==> src/rtl/regbank_write_arbiter.sv <==
// Two-requester writeback arbiter for a register bank: ALU and MEM each own a one-entry
// holding buffer that competes for a single registered write port, with hazard stall output.
module regbank_write_arbiter #(
  parameter int unsigned DATA_W = 16,
  parameter int unsigned ADDR_W = 3
) (
  input  logic              clock,
  input  logic              reset,
  input  logic              alu_valid,
  input  logic [ADDR_W-1:0] alu_rd,
  input  logic [DATA_W-1:0] alu_data,
  output logic              alu_ready,
  input  logic              mem_valid,
  input  logic [ADDR_W-1:0] mem_rd,
  input  logic [DATA_W-1:0] mem_data,
  output logic              mem_ready,
  input  logic [ADDR_W-1:0] rs,
  input  logic [ADDR_W-1:0] rt,
  output logic              stall,
  output logic              RegWrite,
  output logic [ADDR_W-1:0] rd,
  output logic [DATA_W-1:0] dataToWrite
);

  logic              alu_full_q, mem_full_q;
  logic [ADDR_W-1:0] alu_rd_q, mem_rd_q;
  logic [DATA_W-1:0] alu_data_q, mem_data_q;
  // ptr_q: 1 selects MEM on the next contested grant; age_q: 1 means MEM entry is older
  logic              ptr_q, age_q;

  logic grant_alu, grant_mem;
  logic alu_fire, mem_fire;
  logic alu_full_d, mem_full_d, age_d;

  assign alu_ready = !alu_full_q;
  assign mem_ready = !mem_full_q;

  always_comb begin
    grant_alu = 1'b0;
    grant_mem = 1'b0;
    if (alu_full_q && mem_full_q) begin
      // Same destination must commit in arrival order, otherwise alternate
      grant_mem = (alu_rd_q == mem_rd_q) ? age_q : ptr_q;
      grant_alu = !grant_mem;
    end else begin
      grant_alu = alu_full_q;
      grant_mem = mem_full_q;
    end

    alu_fire   = alu_valid && !alu_full_q;
    mem_fire   = mem_valid && !mem_full_q;
    alu_full_d = alu_fire || (alu_full_q && !grant_alu);
    mem_full_d = mem_fire || (mem_full_q && !grant_mem);

    age_d = age_q;
    if (alu_fire && mem_fire) begin
      age_d = 1'b0;
    end else if (alu_fire) begin
      age_d = mem_full_d;
    end else if (mem_fire) begin
      age_d = !alu_full_d;
    end
  end

  always_comb begin
    stall = 1'b0;
    if (alu_full_q && (rs == alu_rd_q || rt == alu_rd_q)) begin
      stall = 1'b1;
    end
    if (mem_full_q && (rs == mem_rd_q || rt == mem_rd_q)) begin
      stall = 1'b1;
    end
    if (RegWrite && (rs == rd || rt == rd)) begin
      stall = 1'b1;
    end
  end

  always_ff @(posedge clock) begin
    if (reset) begin
      alu_full_q  <= 1'b0;
      mem_full_q  <= 1'b0;
      alu_rd_q    <= '0;
      mem_rd_q    <= '0;
      alu_data_q  <= '0;
      mem_data_q  <= '0;
      ptr_q       <= 1'b0;
      age_q       <= 1'b0;
      RegWrite    <= 1'b0;
      rd          <= '0;
      dataToWrite <= '0;
    end else begin
      alu_full_q <= alu_full_d;
      mem_full_q <= mem_full_d;
      age_q      <= age_d;
      if (alu_fire) begin
        alu_rd_q   <= alu_rd;
        alu_data_q <= alu_data;
      end
      if (mem_fire) begin
        mem_rd_q   <= mem_rd;
        mem_data_q <= mem_data;
      end
      if (alu_full_q && mem_full_q) begin
        ptr_q <= grant_alu;
      end
      RegWrite <= grant_alu || grant_mem;
      if (grant_alu) begin
        rd          <= alu_rd_q;
        dataToWrite <= alu_data_q;
      end else if (grant_mem) begin
        rd          <= mem_rd_q;
        dataToWrite <= mem_data_q;
      end
    end
  end

endmodule

==> config.mk <==
export PLATFORM = sky130hd
export DESIGN_NAME = regbank_write_arbiter
export DESIGN_NICKNAME = d
export VERILOG_FILES = /design/src/rtl/regbank_write_arbiter.sv
export SDC_FILE = /design/constraint.sdc
export NUM_CORES = 1
export LEC_CHECK = 0
export ABC_AREA = 1
export CORE_ASPECT_RATIO = 1.4
export CORE_MARGIN = 3
export CORE_UTILIZATION = 52
export DETAILED_ROUTE_END_ITERATION = 7
export PLACE_DENSITY = 0.9
export SKIP_LAST_GASP = 1
export SYNTH_ARGS = -nofsm -noshare
export SYNTH_HDL_FRONTEND = slang
export SYNTH_SLANG_ARGS = --single-unit
export TNS_END_PERCENT = 30
==> constraint.sdc <==
create_clock -name clock -period 3.5 [get_ports clock]
set_clock_uncertainty 0.15 [all_clocks]
set_input_delay 0.7 -clock clock [delete_from_list [all_inputs] [get_ports clock]]
set_output_delay 0.7 -clock clock [all_outputs]
set_load 0.1 [all_outputs]
---- Word level (Yosys, flattened, before mapping) ----
Index checks and enable logic that the tools add are counted.
cells by class
  reductions and logical operators ........ 24
  muxes and demuxes ....................... 12
  equal/unequal tests ..................... 7
operator list
  operator             number
  16-bit 2-to-1 mux    2
  3-bit equality test  7
  1-bit logical AND    9
  1-bit 2-to-1 mux     8
  1-bit logical NOT    6
  1-bit logical OR     6
  3-bit 2-to-1 mux     2
  2-bit nonzero test   2
  2-bit OR reduction   1
word-level totals
  output and inout port bits .............. 23
  logic and storage cells ................. 54
  flip-flop bits (word level) ............. 62

---- Longest topological paths before layout ----
  word-level depth ........................ 10
  depth in mapped cells ................... 11
  gate-level depth less buffers ........... 10

---- Worst setup path before layout ----
No wires, ideal clock.
  kind .................................... register to output
  start point ............................. register rd[2]
  end point ............................... output stall
  slack ................................... 0.475 ns
  cell stages (with the launch flop) ...... 5
  data arrival time ....................... 2.175 ns
  cell sequence ........................... dfxtp_1 xor2_1 o31ai_1 nand2_1 nand3_1
between the ends
  word-level cells in the longest chain between the ends .. 4
ends and longest elaborated chain
  item                    line  text
  start, declared         21    output logic [ADDR_W-1:0] rd,
  start signal, assigned  108   rd <= alu_rd_q;
  start signal, assigned  111   rd <= mem_rd_q;
  3-bit equality test     73    if (RegWrite && (rs == rd || rt == rd)) begin
  1-bit logical OR *      73
  1-bit logical AND *     73
  1-bit 2-to-1 mux *      73
  end, declared           19    output logic stall,
Mark *: on every way between the ends. The rest lies on a longest branch, timed or not.

---- Worst setup path in the final report ----
  start point ............................. input rs[0]
  end point ............................... output stall
between the ends
  word-level cells in the longest chain between the ends .. 6
ends and longest elaborated chain
  item                 line  text
  start, declared      17    input logic [ADDR_W-1:0] rs,
  3-bit equality test  67    if (alu_full_q && (rs == alu_rd_q || rt == alu_rd_q)) begin
  1-bit logical OR     67
  1-bit logical AND    67
  1-bit 2-to-1 mux     67
  1-bit 2-to-1 mux     70    if (mem_full_q && (rs == mem_rd_q || rt == mem_rd_q)) begin
  1-bit 2-to-1 mux *   73
Marks and branches as above.

==> results.md <==
* Setup bufs post-CTS at 0
* CTS tree: done
* Number of vias per cell at 5.39
* Sinks on Clock Net at 62
* Number of buffers inserted by port buffering at 70
* Die W at 67.1 um
* Grt total ovfl at 0
* Number of nets still failing antenna checks after routing at 0
* Pin count of the biggest net entering global routing at 40
* Wire length of the first global-routing pass at 11,300 um
* Detailed-route DRC error count at 0
* Worst-skew pair later-pin latency at 0.34 ns
* Critical path class: in -> out
* CTS-repair resized insts at 0
* Number of buffers on the longest clock path at 2
* Shortest clock period the worst path allows after layout at 2.92 ns
* Via count of the first global-routing pass at 2,502
* Post-synthesis to final-layout area growth at 31.1%
* Average size of a mapped cell at 7.74 um^2
* Floorplan die height at 91.5 um
* Nets at 461
* Endpoints failing setup at 0
* Clock buffer count from CTS at 9
* Combined area of all synthesized cells at 2720 um^2
* Peak ir drop on the vdd network at 0.391 mV
* Highest net fanout along the worst path at 3
* Antenna Diode Count at 0
* Placeable core area at 4950 um^2
* Tightest slew margin relative to the limit at 34.7%
* Final TNS setup at 0 ns
* Number of antenna violations at the first check in global routing at 0
* Main combinational cell family by area after synthesis: simple AND/OR/NAND/NOR gates
* Worst min-delay path endpoint: dataToWrite[4]
* Areal power density over the cells at 538 nW/um^2
* Number of instances in the synthesized netlist at 351
* Total count of hold-check failures in the final report at 0
* Total Routing Usage GR at 24.0%
* Cell Rows at 30
* Cell with the largest stage delay on the worst path: sky130_fd_sc_hd__clkdlybuf4s50_1
* Final worst path period share at 83.4%
* Drt pass-1 iters at 4
* Number of nets in the synthesized netlist at 399
* Highest cell delay on the worst timing path at 0.49 ns
* Clock transition at the register clock pins on the worst setup and hold paths after CTS at 0.06 ns
* Final weighted congestion of routability-driven global placement at 0.810
* Parity-gate share of the synthesized area counting xor and xnor cells at 6.12%
* Multiplexer area fraction after synthesis at 0%
* Post-synth cell types at 20
* Hold Path Class: reg -> reg
* Mean routed wirelength per cell at 14.4 um
* Beginning of the worst register-to-register path: alu_full_q
* Initial core utilization at 54.8%
* Startpoint of the lowest-slack hold path: dataToWrite[4]
* Total wire length after detailed routing at 6950 um
* Final max-slew violation count at 0
* Number of placed I/O pins at 71
* Setup repair after global routing missed its margin: false
* Worst setup EP type: primary output
* Required arrival time at the worst endpoint at 2.65 ns
* Max-cap violation count at 0
* Critical path arrival at 2.07 ns
* Fraction of the mapped netlist area in compound gates at 16.0%
* Highest Clock Rate at 343 MHz
* Result of the run: complete, no violations
* Fraction of final layout cells sized beyond drive strength 1 at 12.4%
* Leak at 0.00158 uW
* Post-layout instance area at 3560 um^2
* R2R cell count at 6
* Hold buffers post-CTS at 0
* Cell count of the worst hold path at 2
* RR Endpoint: alu_data_q[12]
* Post-detail-place hpwl at 4560 um
* Transition time of the tightest slew-check pin at 0.978 ns
* Adder-Cell Fraction of Synth Area at 0%
* Flop-to-flop setup slack at 1.15 ns
* Critical path cell sequence: clkdlybuf4s50_1, xor2_1, o31ai_1, nand2_1, nand3_1, buf_12
* Proportion of synthesized chip area in sequential cells at 45.7%
* 1st-iter DRT viols at 163
* Clock Root Buffer: sky130_fd_sc_hd__clkbuf_8
* Routed via count at 2,600
* Kind of start point of the critical path: primary input
* Synthesized flop and latch total at 62
* Area of the die at 6140 um^2
* Yosys warning count at 0
* Depth of the CTS H-tree at 3
* Post-synthesis share of cell area spent on and, or, nand and nor gates at 20.7%
* Instance area after placement at 3340 um^2
-- cells in the final DEF (no fill, tap or decap), types with 2 or more instances in the layout --
cell type	netlist	layout
sky130_fd_sc_hd__clkbuf_8	0	10
sky130_fd_sc_hd__dfxtp_1	62	62
sky130_fd_sc_hd__clkinv_4	0	2
sky130_fd_sc_hd__nand2_1	53	53
sky130_fd_sc_hd__clkdlybuf4s50_1	0	47
sky130_fd_sc_hd__inv_1	41	41
sky130_fd_sc_hd__xnor2_1	10	10
sky130_fd_sc_hd__o31ai_1	3	3
sky130_fd_sc_hd__inv_2	3	3
sky130_fd_sc_hd__a21oi_1	41	40
sky130_fd_sc_hd__buf_4	3	26
sky130_fd_sc_hd__nand3_2	4	4
sky130_fd_sc_hd__xor2_1	9	9
sky130_fd_sc_hd__bufinv_16	0	2
sky130_fd_sc_hd__o21ai_0	38	38
sky130_fd_sc_hd__nand3_1	59	59
-- flip-flops by register name, indices dropped and copies added (netlist names), 3 cells and up --
register / flops
alu_data_q: 16
dataToWrite: 16
mem_data_q: 16
alu_rd_q: 3
mem_rd_q: 3
rd: 3
-- worst max-delay path, delay by kind of cell --
family	cells	cell delay, ns
simple gates	2	0.24
buf+inv	2	0.68
compound gates	1	0.26
xor+xnor	1	0.19
-- cell usage after synthesis (all sizes together) --
cell    count  area share (%)
a21oi      41             7.6
clkbuf     10             1.4
nand3      63              12
dfxtp      62              46
o31ai       3            0.83
a221oi      1            0.32
buf        13             4.1
xnor2      10             3.2
nand2      54             7.6
o21ai      38             7.0
inv        44             6.1
o211ai      1            0.28
xor2        9             2.9
nand4       1            0.23
nor3        1            0.60
-- cells by family (layout without fill, tap and decap cells) --
family / Yosys count / after routing
flip-flops: 62 / 62
AO/OA/AOI/OAI: 84 / 84
XOR/XNOR: 19 / 19
AND/OR/NAND/NOR: 119 / 119
buffers and inverters: 67 / 134
-- how the worst max path moves through the flow --
stage,start,end,cells after the start
4_1_cts,rs[0],stall,6
3_3_place_gp,rs[0],stall,6
6_report,rs[0],stall,6
3_5_place_dp,rs[0],stall,6
5_1_grt,rs[0],stall,6
2_1_floorplan,rd[2],stall,4
-- report_power, final --
group	internal, uW	total (uW)	switching [uW]
Combinational	143	424	281
Sequential	760	793	33.3
Clock	422	701	279
-- through the flow --
stage / hold WS, ns / setup WS [ns] / cells / power, uW / utilization, %
3_3_place_gp: 0.290 / 0.664 / 466 / 1220 / 67.4
5_1_grt: 0.325 / 0.503 / 482 / 1990 / 71.9
4_1_cts: 0.308 / 0.582 / 482 / 1920 / 71.9
3_5_place_dp: 0.296 / 0.590 / 466 / 1230 / 67.4
2_1_floorplan: 0.280 / 0.475 / 351 / 1100 / -
6_report: 0.305 / 0.582 / 482 / 1920 / 71.9
-- routing by layer --
| layer | GRT usage (%) | vias to the layer above | wire [um] |
|---|---|---|---|
| met5 | 0 | - | 0 |
| met4 | 11.8 | 0 | 209 |
| met3 | 5.45 | 23 | 376 |
| met2 | 39.9 | 95 | 3550 |
| met1 | 28.3 | 1208 | 2820 |
| li1 | - | 1274 | - |
-- area by class of cell --
cell class | count | area (um^2)
Sequential cell | 62 | 1240
Clock inverter | 5 | 82.6
Timing Repair Buffer | 74 | 686
Tap cell | 64 | 80.1
Fill cell | 409 | 1390
Inverter | 44 | 165
Multi-Input combinational cell | 222 | 1170
Clock buffer | 11 | 141
(Power assumes the default switching activity.)
